--- src/rtl/vga_pkg.sv ---
// Shared constants, types and helpers for the VGA sprite pixel stage.
// Geometry defaults, RGB444 colour constants and the sync bundle carried down the pipe.
package vga_pkg;

  localparam int H_RES  = 640;
  localparam int V_RES  = 480;
  localparam int RGB_W  = 12;
  localparam int SPR_W  = 64;
  localparam int SPR_H  = 64;
  localparam int POS_W  = 11;
  localparam int ADDR_W = 12;

  localparam logic [RGB_W-1:0] BG_COLOR   = 12'h00F;
  localparam logic [RGB_W-1:0] TRANSP_KEY = 12'hF0F;
  localparam logic [RGB_W-1:0] BLACK      = 12'h000;

  typedef enum logic {
    DIR_INC = 1'b0,
    DIR_DEC = 1'b1
  } dir_e;

  typedef struct packed {
    logic hsync;
    logic vsync;
    logic valid;
  } sync_t;

  localparam sync_t SYNC_IDLE = '{hsync: 1'b1, vsync: 1'b1, valid: 1'b0};

  // True when lo <= c < lo + w; positions are 11 bits so lo + w never wraps.
  function automatic logic in_span(input logic [POS_W-1:0] c,
                                   input logic [POS_W-1:0] lo,
                                   input int               w);
    return (c >= lo) && (c < lo + POS_W'(w));
  endfunction

endpackage

--- src/rtl/sprite_axis.sv ---
// One axis of sprite motion: bounces between 0 and MAX, stepping by speed on each frame tick.
// Updates only on tick with enable=1 and speed!=0; otherwise position and direction hold.
module sprite_axis
  import vga_pkg::*;
#(
  parameter int MAX  = 576,
  parameter int INIT = 0
) (
  input  logic             pclk,
  input  logic             reset,
  input  logic             tick,
  input  logic             enable,
  input  logic [2:0]       speed,
  output logic [POS_W-1:0] pos,
  output logic             dir
);

  localparam logic [POS_W-1:0] MAX_P  = POS_W'(MAX);
  localparam logic [POS_W-1:0] INIT_P = POS_W'(INIT);

  logic [POS_W-1:0] pos_q, pos_d;
  dir_e             dir_q, dir_d;
  logic [POS_W-1:0] step;

  assign step = POS_W'(speed);

  always_comb begin
    pos_d = pos_q;
    dir_d = dir_q;
    if (tick && enable && (speed != 3'd0)) begin
      if (dir_q == DIR_INC) begin
        if (pos_q + step >= MAX_P) begin
          pos_d = MAX_P;
          dir_d = DIR_DEC;
        end else begin
          pos_d = pos_q + step;
        end
      end else begin
        if (pos_q <= step) begin
          pos_d = '0;
          dir_d = DIR_INC;
        end else begin
          pos_d = pos_q - step;
        end
      end
    end
  end

  always_ff @(posedge pclk or negedge reset) begin
    if (!reset) begin
      pos_q <= INIT_P;
      dir_q <= DIR_INC;
    end else begin
      pos_q <= pos_d;
      dir_q <= dir_d;
    end
  end

  assign pos = pos_q;
  assign dir = dir_q;

endmodule

--- src/rtl/vga_sprite_mover.sv ---
// Sprite pixel stage behind the 640x480 timing controller: 3-cycle latency, 1 pixel/cycle.
// No backpressure; sync/valid are delayed 3 cycles to stay aligned with vga_rgb.
module vga_sprite_mover
  import vga_pkg::*;
#(
  parameter int          H_RES      = vga_pkg::H_RES,
  parameter int          V_RES      = vga_pkg::V_RES,
  parameter int          SPR_W      = vga_pkg::SPR_W,
  parameter int          SPR_H      = vga_pkg::SPR_H,
  parameter int          INIT_X     = 0,
  parameter int          INIT_Y     = 0,
  parameter logic [11:0] BG_COLOR   = vga_pkg::BG_COLOR,
  parameter logic [11:0] TRANSP_KEY = vga_pkg::TRANSP_KEY
) (
  input  logic        pclk,
  input  logic        reset,
  input  logic [9:0]  h_cnt,
  input  logic [9:0]  v_cnt,
  input  logic        valid,
  input  logic        hsync,
  input  logic        vsync,
  input  logic        enable,
  input  logic [2:0]  speed,
  output logic [11:0] rom_addr,
  input  logic [11:0] rom_data,
  output logic [11:0] vga_rgb,
  output logic        hsync_o,
  output logic        vsync_o,
  output logic        valid_o
);

  logic             vsync_prev_q, vsync_prev_d;
  logic             tick;
  logic [POS_W-1:0] x_pos, y_pos;
  logic             dir_x, dir_y;

  logic [POS_W-1:0] h_pix, v_pix, rel_x, rel_y;
  logic             hit;

  logic              inside_q, inside_d;
  logic              inside2_q, inside2_d;
  logic [ADDR_W-1:0] rom_addr_q, rom_addr_d;
  logic [RGB_W-1:0]  rgb_q, rgb_d;
  sync_t             sync1_q, sync1_d;
  sync_t             sync2_q, sync2_d;
  sync_t             sync3_q, sync3_d;

  // Falling vsync lands in vertical blanking, so position is stable across the active frame.
  assign tick = vsync_prev_q & ~vsync;

  sprite_axis #(
    .MAX  (H_RES - SPR_W),
    .INIT (INIT_X)
  ) u_axis_x (
    .pclk   (pclk),
    .reset  (reset),
    .tick   (tick),
    .enable (enable),
    .speed  (speed),
    .pos    (x_pos),
    .dir    (dir_x)
  );

  sprite_axis #(
    .MAX  (V_RES - SPR_H),
    .INIT (INIT_Y)
  ) u_axis_y (
    .pclk   (pclk),
    .reset  (reset),
    .tick   (tick),
    .enable (enable),
    .speed  (speed),
    .pos    (y_pos),
    .dir    (dir_y)
  );

  assign h_pix = POS_W'(h_cnt);
  assign v_pix = POS_W'(v_cnt);
  assign rel_x = h_pix - x_pos;
  assign rel_y = v_pix - y_pos;
  assign hit   = valid & in_span(h_pix, x_pos, SPR_W) & in_span(v_pix, y_pos, SPR_H);

  always_comb begin
    vsync_prev_d = vsync;
    inside_d     = hit;
    inside2_d    = inside_q;
    rom_addr_d   = '0;
    if (hit) begin
      rom_addr_d = ADDR_W'(rel_y) * ADDR_W'(SPR_W) + ADDR_W'(rel_x);
    end
    sync1_d = '{hsync: hsync, vsync: vsync, valid: valid};
    sync2_d = sync1_q;
    sync3_d = sync2_q;
  end

  // ROM data for the stage-2 pixel arrives this cycle, alongside sync2_q/inside2_q.
  always_comb begin
    rgb_d = BLACK;
    if (sync2_q.valid) begin
      if (inside2_q && (rom_data != TRANSP_KEY)) begin
        rgb_d = rom_data;
      end else begin
        rgb_d = BG_COLOR;
      end
    end
  end

  always_ff @(posedge pclk or negedge reset) begin
    if (!reset) begin
      vsync_prev_q <= 1'b1;
      inside_q     <= 1'b0;
      inside2_q    <= 1'b0;
      rom_addr_q   <= '0;
      rgb_q        <= BLACK;
      sync1_q      <= SYNC_IDLE;
      sync2_q      <= SYNC_IDLE;
      sync3_q      <= SYNC_IDLE;
    end else begin
      vsync_prev_q <= vsync_prev_d;
      inside_q     <= inside_d;
      inside2_q    <= inside2_d;
      rom_addr_q   <= rom_addr_d;
      rgb_q        <= rgb_d;
      sync1_q      <= sync1_d;
      sync2_q      <= sync2_d;
      sync3_q      <= sync3_d;
    end
  end

  assign rom_addr = rom_addr_q;
  assign vga_rgb  = rgb_q;
  assign hsync_o  = sync3_q.hsync;
  assign vsync_o  = sync3_q.vsync;
  assign valid_o  = sync3_q.valid;

endmodule
--- config.mk ---
export PLATFORM = sky130hd
export DESIGN_NAME = vga_sprite_mover
export DESIGN_NICKNAME = d
export VERILOG_FILES = /design/src/rtl/vga_pkg.sv /design/src/rtl/sprite_axis.sv /design/src/rtl/vga_sprite_mover.sv
export SDC_FILE = /design/constraint.sdc
export NUM_CORES = 1
export LEC_CHECK = 0
export BUFFER_PORTS_ARGS = -buffer_cell sky130_fd_sc_hd__clkbuf_2
export CORE_UTILIZATION = 25
export CTS_CLUSTER_SIZE = 16
export DETAILED_ROUTE_END_ITERATION = 10
export SYNTH_ARGS = -nofsm -noshare
export SYNTH_HDL_FRONTEND = slang
export SYNTH_SLANG_ARGS = --single-unit
--- constraint.sdc ---
create_clock -name pclk -period 4.87 [get_ports pclk]
set_clock_uncertainty 0.05 [all_clocks]
set_input_delay 0 -clock pclk [delete_from_list [all_inputs] [get_ports pclk]]
set_output_delay 0 -clock pclk [all_outputs]
set_load 0.005 [all_outputs]
==> results.txt, run 1 <==
most common cell after layout, fill and taps aside: clkbuf_2
endpoints failing setup: 0
CP top delay family: compound AO/OA/AOI/OAI gates
synth unique cells: 66
CTS tree: yes
Power Density: 508 mW/mm^2
Buffers on Ports: 67
ys async rst share: 1.00
status: complete, but fails checks
Slew Limit Headroom: 0.368
full die area: 0.0191 mm^2
RSZ-0062 raised after global routing: no
largest net degree at the start of global routing: 60
Final Max Slew Viols: 0
clk sinks: 59
DP Cell Count: 802
Antenna Cells: 0
post-cts hold buffer count: 16
area grow syn2layout: 23.8%
final hold violation count: 0
mux cell area share after synthesis: 0
worst path cell trace: ha_1, inv_1, fa_1, a21o_1, a21oi_1, o21bai_1, a2111oi_0, nor2_1, xnor2_1, ha_1, a21oi_1, o21bai_1, a21oi_1, xnor2_1, xnor2_1, nor2_1
CTS Buf Count: 9
Ys Warns: 0
setup bufs post-CTS: 0
vias per cell: 4.98
Max Fclk: 262 MHz
Arr. time, crit path: 3960 ps
metal2 WL: 5.74 mm
DP Wirelength: 9.66 mm
remaining antenna violation count: 0
io pins: 68
Post-synth top flop: dfrtp_1
clk slew on worst S/H paths: 60 ps
Critical Path RT: 5010 ps
Post-Synth Simple-Gate Area: 0.191
Worst Max-Slew Pin Slew: 947 ps
post-synthesis register bit count: 59
critical path class: flip-flop to flip-flop
crit path capture type: flip-flop
failing checks: DRC
core area: 0.0181 mm^2
Worst Path Buf+Inv: 1
worst-skew pair later-pin latency: 350 ps
clk buf depth: 2
number of synthesized flops with an enable pin: 0
share of the clock period used by the worst path: 0.784
global route total overflow: 0
DRC viols: 14
Routed Wire Length: 12.7 mm
Worst Setup Start Kind: flip-flop
Gate Count Post-Synth: 520
number of global-route vias before repair: 4105
root buf cell: clkbuf_16
fin nets: 697
Synth Area per Inst: 8.92 um^2
largest family of logic cells by synthesized area: compound AO/OA/AOI/OAI gates
htree depth: 3
die width: 138 um
Top Layer Used: met4
Vias: 4156
DR WL met3: 580 um
# Max-Cap Violations: 0
crit-path max FO: 4
RePlAce Congestion: 0.876
most frequent cells in the layout: 67 x clkbuf_2, 53 x dfrtp_1, 49 x ha_1, 47 x inv_1, 42 x nor2_1
fill count: 1854
number of cell rows: 49
Leakage: 2.63 nW
fin crit period: 3820 ps
first-pass GRT wire length: 21.1 mm
Starting Density: 0.256
post-synthesis compound-gate area fraction: 0.227
Final Power: 2.92 mW
total iterations of the first detailed-routing run: 8
Peak VDD IR: 155 uV
setup_tns: 0 ps
Net Count, Synth: 617
layout cell share with drive strength beyond 1: 0.177
cts repair resizes: 0
WHS: 64.1 ps
Avg WL per Cell: 15.2 um
HP Class: input port to flip-flop
slowest cell on the critical path: a2111oi_0
met1 WL: 6.08 mm
CP peak stage delay: 610 ps
Die Y: 138 um
Seq/Total Area, Yosys: 0.320
xor/xnor share of the synthesized area: 0.0453
initial antenna violation count: 0
adder-cell share of the synthesized area: 0.162
Synth Cell Area: 0.00464 mm^2
GR Util All Layers: 0.141
Layout Cells excl Fill: 834
initial drt markers: 296
==> worst min-delay path, stage by stage <==
cell      delay, ps
clkbuf_2         80
inv_1            80
ha_1            190
nor2_1           60
==> cell usage after synthesis, drive strengths merged, types with 3 or more instances <==
cell type,count,area [um^2]
a31oi,10,62.6
a21boi,4,30.0
ha,49,613
nor2b,7,51.3
o21ai,18,90.1
xor2,7,61.3
nand2,29,109
nand4,10,62.6
a221oi,4,35.0
o31ai,4,30.0
dfrtp,53,1330
a21o,13,97.6
or3,5,31.3
a21oi,37,189
a2bb2oi,3,26.3
a211oi,12,95.1
buf,4,20.0
and3,8,50.1
nor3,12,65.1
and2,10,62.6
nand3,17,95.1
o211ai,4,30.0
fa,7,140
inv,47,176
nand2b,6,37.5
nor4,6,37.5
xnor2,17,149
and4,3,28.8
nor2,43,164
a2111oi,4,72.6
dfstp,6,158
o31a,3,26.3
o22ai,7,43.8
nand4b,3,26.3
clkbuf,13,51.3
a211o,3,26.3
o21bai,4,30.0
==> logic make-up after synthesis <==
| group | Yosys count |
|---|---|
| adders and majority gates | 56 |
| xor gates and xnor gates | 24 |
| DFF | 59 |
| and+or+nand+nor | 167 |
| buffers and inverters | 65 |
| AOI/OAI and AO/OA | 149 |
==> through the flow <==
step	worst slack (ps)	utilization	area (um^2)
after floorplan	1460	-	4640
after global placement	1160	0.288	5220
after detailed placement	1080	0.288	5220
after CTS	1050	0.317	5740
after global routing	761	0.317	5740
final	1050	0.317	5740
==> cell type report <==
type	instances	area, um^2	area share
Sequential cell	59	1480	0.258
Clock inverter	6	138	0.0240
Timing Repair Buffer	86	518	0.0902
Clock buffer	10	229	0.0399
Inverter	48	180	0.0314
Tap cell	229	287	0.0499
Multi-Input combinational cell	396	2910	0.506
==> state kept, by name, indices dropped and copies added (netlist names), 3 cells and up <==
signal	count
rom_addr	12
vga_rgb	12
u_axis_x.pos	11
u_axis_y.pos	11
sync1_q	3
sync2_q	3
==> power breakdown <==
group          switching (mW)  internal, mW  leakage, nW
logic                   0.808         0.605         1.71
registers               0.123         0.577        0.744
clock network           0.249         0.553        0.177
total                    1.18          1.74         2.63
==> worst paths after layout <==
check	from	to	slack, ps	cells after the start
hold / removal	h_cnt[0]	rom_addr[0]$_DFF_PN0_	60	4
hold reg to reg	sync1_q[0]$_DFF_PN0_	sync2_q[0]$_DFF_PN0_	300	0
max in group asynchronous	reset	rom_addr[5]$_DFF_PN0_	3920	3
setup / recovery	u_axis_x.pos[0]$_DFFE_PN0P_	rom_addr[11]$_DFF_PN0_	1050	16
min in group asynchronous	reset	u_axis_x.dir$_DFFE_PN0P_	290	3
setup reg to reg	u_axis_x.pos[0]$_DFFE_PN0P_	rom_addr[11]$_DFF_PN0_	1050	16
==> metal layers <==
metal / vias to the layer above / GRT usage
met5: - / 0
met4: 0 / 0.0704
met3: 19 / 0.0242
met2: 121 / 0.225
met1: 1952 / 0.184
li1: 2064 / -
Power figures use the tool's default switching activity.
==> run 2: changes to the inputs <==
- clock period: 4.87 -> 3.34 ns (I/O delays scaled with it)
==> run 2 against run 1 <==
Compared with the run above: die area unchanged; total power increased by 52%; critical path depth unchanged; largest power group unchanged; the run still ends with DRC left; fmax increased by 18%; global-route usage decreased by 0.36 points; count of clock-buffer cells in the layout unchanged; sequential power increased by 40%; sequential share of layout area decreased by 0.75 points; largest cell class unchanged; hold slack got worse by 33 ps; critical endpoint unchanged.
==> results.txt, run 2 (same netlist as run 1, synthesis figures left out) <==
status: complete, but fails checks
failing checks: DRC
vias per cell: 4.91
initial antenna violation count: 0
fin crit period: 3230 ps
Max Fclk: 310 MHz
layout cell share with drive strength beyond 1: 0.215
DP Wirelength: 9.91 mm
CP peak stage delay: 430 ps
RePlAce Congestion: 0.889
DRC viols: 14
full die area: 0.0191 mm^2
largest net degree at the start of global routing: 32
GR Util All Layers: 0.137
final setup margin: 112 ps
crit path capture type: flip-flop
most frequent cells in the layout: 67 x clkbuf_2, 53 x dfrtp_1, 48 x ha_1, 46 x inv_1, 42 x nor2_1
number of global-route vias before repair: 4118
GRT met2 Usage: 0.223
Power Density: 749 mW/mm^2
core area: 0.0181 mm^2
HP Class: input port to flip-flop
die width: 138 um
CTS Buf Count: 9
Critical Path RT: 3510 ps
share of the clock period used by the worst path: 0.967
most common cell after layout, fill and taps aside: clkbuf_2
CTS tree: yes
# Max-Cap Violations: 0
Antenna Cells: 0
Final Power: 4.43 mW
global route total overflow: 0
met3 Use GR: 0.0298
critical path class: flip-flop to flip-flop
root buf cell: clkbuf_16
total iterations of the first detailed-routing run: 8
GR Util met1: 0.175
Avg WL per Cell: 14.8 um
Peak VDD IR: 249 uV
clk slew on worst S/H paths: 60 ps
Buffers on Ports: 67
final hold violation count: 0
Die Y: 138 um
Slew Limit Headroom: 0.415
Leakage: 2.72 nW
DP Worst Slack: 17.3 ps
Layout Cells excl Fill: 853
Routed Wire Length: 12.7 mm
Most Crowded Layer GR: met2
worst-skew pair later-pin latency: 340 ps
crit-path max FO: 2
RSZ-0062 raised after global routing: yes
io pins: 68
Worst Setup Start Kind: flip-flop
Final Max Slew Viols: 0
remaining antenna violation count: 0
slowest cell on the critical path: a2111oi_2
clk sinks: 59
htree depth: 3
endpoints failing setup: 0
initial drt markers: 283
clk buf depth: 2
fin nets: 716
Vias: 4188
number of cell rows: 49
first-pass GRT wire length: 20.8 mm
Arr. time, crit path: 3400 ps
DP Cell Count: 819
area grow syn2layout: 27.5%
Worst Max-Slew Pin Slew: 877 ps
post-layout util: 0.327
Starting Density: 0.256
worst path cell trace: ha_2, inv_2, fa_2, a21o_1, a21oi_2, o21bai_1, a2111oi_2, nor2_1, xnor2_1, ha_1, a21oi_2, o21bai_1, a21oi_2, xnor2_1, xnor2_1, nor2_1
-- run 2: cell count changes in the layout (fill, tap and decap cells not counted), moves of 2 or more --
cell and change:
a21oi_1 -3, buf_4 +19, clkinv_4 -2, a21oi_2 +3
-- run 2: path summary, 6_finish.rpt --
path | slack (ps) | end | cells after the start | from
setup reg to reg | 110 | rom_addr[11]$_DFF_PN0_ | 16 | u_axis_x.pos[0]$_DFFE_PN0P_
setup / recovery | 110 | rom_addr[11]$_DFF_PN0_ | 16 | u_axis_x.pos[0]$_DFFE_PN0P_
hold reg to reg | 300 | sync2_q[0]$_DFF_PN0_ | 0 | sync1_q[0]$_DFF_PN0_
hold / removal | 30 | rom_addr[0]$_DFF_PN0_ | 4 | h_cnt[0]
min in group asynchronous | 260 | u_axis_x.pos[6]$_DFFE_PN0P_ | 2 | reset
max in group asynchronous | 2040 | vsync_o$_DFF_PN1_ | 3 | reset
-- run 2: critical path, delay by kind of cell (launching register included) --
| family | cells | cell delay, ps |
|---|---|---|
| AOI/OAI and AO/OA | 7 | 1260 |
| adders and majority gates | 3 | 830 |
| xor gates and xnor gates | 3 | 430 |
| DFF | 1 | 350 |
| and+or+nand+nor | 2 | 150 |
| buffers and inverters | 1 | 40 |
-- run 2: area by class of cell --
class / instances / area (um^2)
flip-flops and latches: 59 / 1480
multi-input cells: 396 / 2940
well taps: 229 / 287
fillers: 1869 / 12200
repair buffers: 105 / 661
clock buffers: 10 / 229
clock inverters: 6 / 136
inverters: 48 / 180
-- run 2: where the power goes --
part	switching [mW]	internal, mW
combinational	1.27	1.03
sequential	0.137	0.843
clock	0.345	0.807
-- run 2: layer usage --
layer  wire length [um]  vias up
met5                  0        -
met4                260        0
met3                657       20
met2               5990      120
met1               5750     1955
li1                   -     2093
-- run 2: metrics by stage --
stage / TNS (ps) / hold slack, ps / instance area [um^2]
after global routing: -83.0 / 52.9 / 5910
final: 0 / 30.9 / 5910
after global placement: 0 / 42.3 / 5350
after detailed placement: 0 / 43.0 / 5350
after floorplan: 0 / -346 / 4640
after CTS: 0 / 26.6 / 5870
-- run 2: what timing repair did --
action,CTS,global route
hold buffers,16,0
buffers inserted,0,2
resized for setup,0,8
hold endpoints to repair,41,0
pin swaps,1,11
endpoints found under the setup margin,1,1
gates cloned,0,0
==> run 3: changes to the inputs <==
- CTS_BUF_LIST: default -> sky130_fd_sc_hd__clkbuf_8
==> run 3 against run 2 <==
Compared with the run above: the run still ends with DRC left; via count increased by 0.33%; sequential cell count unchanged; total power decreased by 6.0%; design area decreased by 1.5%; combinational power about the same; highest routed layer unchanged.
==> results.txt, run 3 (same netlist as run 1, synthesis figures left out) <==
worst-skew pair later-pin latency: 370 ps
vias per cell: 4.92
final instance area: 0.00582 mm^2
fin nets: 717
WHS: 79.5 ps
initial antenna violation count: 0
reg2reg start: u_axis_x.pos[0]$_DFFE_PN0P_
CTS Buf Count: 9
status: complete, but fails checks
Gate power share: 0.551
CP top delay family: compound AO/OA/AOI/OAI gates
number of cell rows: 49
Max Fclk: 309 MHz
Hold Path End: u_axis_y.dir$_DFFE_PN0P_
# Max-Cap Violations: 0
failing checks: DRC
CTS tree: yes
DP Wirelength: 9.91 mm
largest net degree at the start of global routing: 32
share of the clock period used by the worst path: 0.970
Worst Max-Slew Pin Slew: 878 ps
number of global-route vias before repair: 4125
Buffers on Ports: 67
DP Cell Count: 819
global route total overflow: 0
Critical Path RT: 3540 ps
final hold violation count: 0
clk sinks: 59
core area: 0.0181 mm^2
crit path capture type: flip-flop
Die Y: 138 um
Power Density: 716 mW/mm^2
Switching Share: 0.413
Starting Density: 0.256
most frequent cells in the layout: 67 x clkbuf_2, 53 x dfrtp_1, 48 x ha_1, 47 x inv_1, 42 x nor2_1
Avg WL per Cell: 14.9 um
layout cell share with drive strength beyond 1: 0.214
Peak VDD IR: 249 uV
htree depth: 3
Psw: 1.72 mW
remaining antenna violation count: 0
Vias: 4202
HP Class: input port to flip-flop
clk buf depth: 2
reg2reg setup slack: 100 ps
CP peak stage delay: 430 ps
clock share of power: 0.214
critical path class: flip-flop to flip-flop
Slew Limit Headroom: 0.414
endpoints failing setup: 0
slowest cell on the critical path: a2111oi_2
Routed Wire Length: 12.7 mm
hold-critical path depth: 5
setup_tns: 0 ps
first-pass GRT wire length: 20.8 mm
crit-path max FO: 2
DRC viols: 11
clk slew on worst S/H paths: 80 ps
Seq pwr share: 0.235
Worst Setup Start Kind: flip-flop
Worst Path Buf+Inv: 1
Pint: 2.45 mW
Placement Cell Area: 0.00535 mm^2
initial drt markers: 286
full die area: 0.0191 mm^2
Layout Cells excl Fill: 854
Worst Min Path Start: enable
area grow syn2layout: 25.6%
Final Max Slew Viols: 0
GR Util All Layers: 0.138
fill count: 1882
Worst R2R Path Depth: 16
fin crit period: 3240 ps
FF-to-FF End: rom_addr[11]$_DFF_PN0_
io pins: 68
Leakage: 2.69 nW
worst path cell trace: ha_2, inv_2, fa_2, a21o_1, a21oi_2, o21bai_1, a2111oi_2, nor2_1, xnor2_1, ha_1, a21oi_2, o21bai_1, a21oi_2, xnor2_1, xnor2_1, nor2_1
RSZ-0062 raised after global routing: yes
die width: 138 um
total iterations of the first detailed-routing run: 7
Arr. time, crit path: 3440 ps
Antenna Cells: 0
root buf cell: clkbuf_8
RePlAce Congestion: 0.889
most common cell after layout, fill and taps aside: clkbuf_2
[run 3: cell types whose count changed in the layout (fill, tap and decap cells not counted), sizes merged]
cell,before,now
inv,48,49
clkbuf,77,76
dlygate4sd3,16,17
[run 3: per-layer routing]
layer,share of wire,GRT usage,wire [um],vias to the layer above
li1,-,-,-,2091
met1,0.45,0.175,5710,1953
met2,0.47,0.226,5990,142
met3,0.057,0.0287,718,16
met4,0.022,0.0627,277,0
met5,0,0,0,-
[run 3: layout make-up]
cell class              count  area, um^2  area share
clock buffers               9         124      0.0213
clock inverters             7         140      0.0241
inverters                  48         180      0.0309
multi-input cells         396        2940       0.504
flip-flops and latches     59        1480       0.255
well taps                 229         287      0.0492
repair buffers            106         671       0.115
[run 3: power by group through the flow]
| stage | clock [mW] | combinational, mW | sequential [mW] |
|---|---|---|---|
| final | 0.892 | 2.30 | 0.979 |
| after global routing | 0.953 | 2.56 | 1.00 |
| after CTS | 0.918 | 2.22 | 0.978 |
| after detailed placement | 0 | 2.19 | 0.991 |
| after global placement | 0 | 2.18 | 0.989 |
| after floorplan | 0 | 1.64 | 0.946 |
[run 3: worst min-delay path: stages]
cell	delay [ps]
clkbuf_2	90
nand2_1	80
nor3_2	100
a21oi_1	130
a31oi_1	50
[run 3: metrics by stage]
step | power, mW | utilization | setup WS, ps
after floorplan | 2.58 | - | 39.7
after global placement | 3.17 | 0.296 | 50.0
after detailed placement | 3.18 | 0.296 | 17.3
after CTS | 4.12 | 0.320 | 40.4
after global routing | 4.52 | 0.322 | -88.0
final | 4.17 | 0.322 | 102
[run 3: worst max path at each step]
| stage | cells after the start | slack [ps] | end | startpoint |
|---|---|---|---|---|
| after floorplan | 16 | 40 | rom_addr[11]$_DFF_PN0_ | u_axis_x.pos[0]$_DFFE_PN0P_ |
| after global placement | 16 | 50 | rom_addr[11]$_DFF_PN0_ | u_axis_x.pos[0]$_DFFE_PN0P_ |
| after detailed placement | 16 | 20 | rom_addr[11]$_DFF_PN0_ | u_axis_x.pos[0]$_DFFE_PN0P_ |
| after CTS | 16 | 40 | rom_addr[11]$_DFF_PN0_ | u_axis_x.pos[0]$_DFFE_PN0P_ |
| after global routing | 16 | -90 | rom_addr[11]$_DFF_PN0_ | u_axis_x.pos[0]$_DFFE_PN0P_ |
| final | 16 | 100 | rom_addr[11]$_DFF_PN0_ | u_axis_x.pos[0]$_DFFE_PN0P_ |
[run 3: what timing repair did]
action                                  4_1_cts  5_1_grt
gates resized for setup                       0        8
setup buffers                                 0        2
gates cloned                                  0        0
pin swaps                                     1       11
hold endpoints to repair                     42        0
endpoints found under the setup margin        1        1
hold buffers                                 17        0
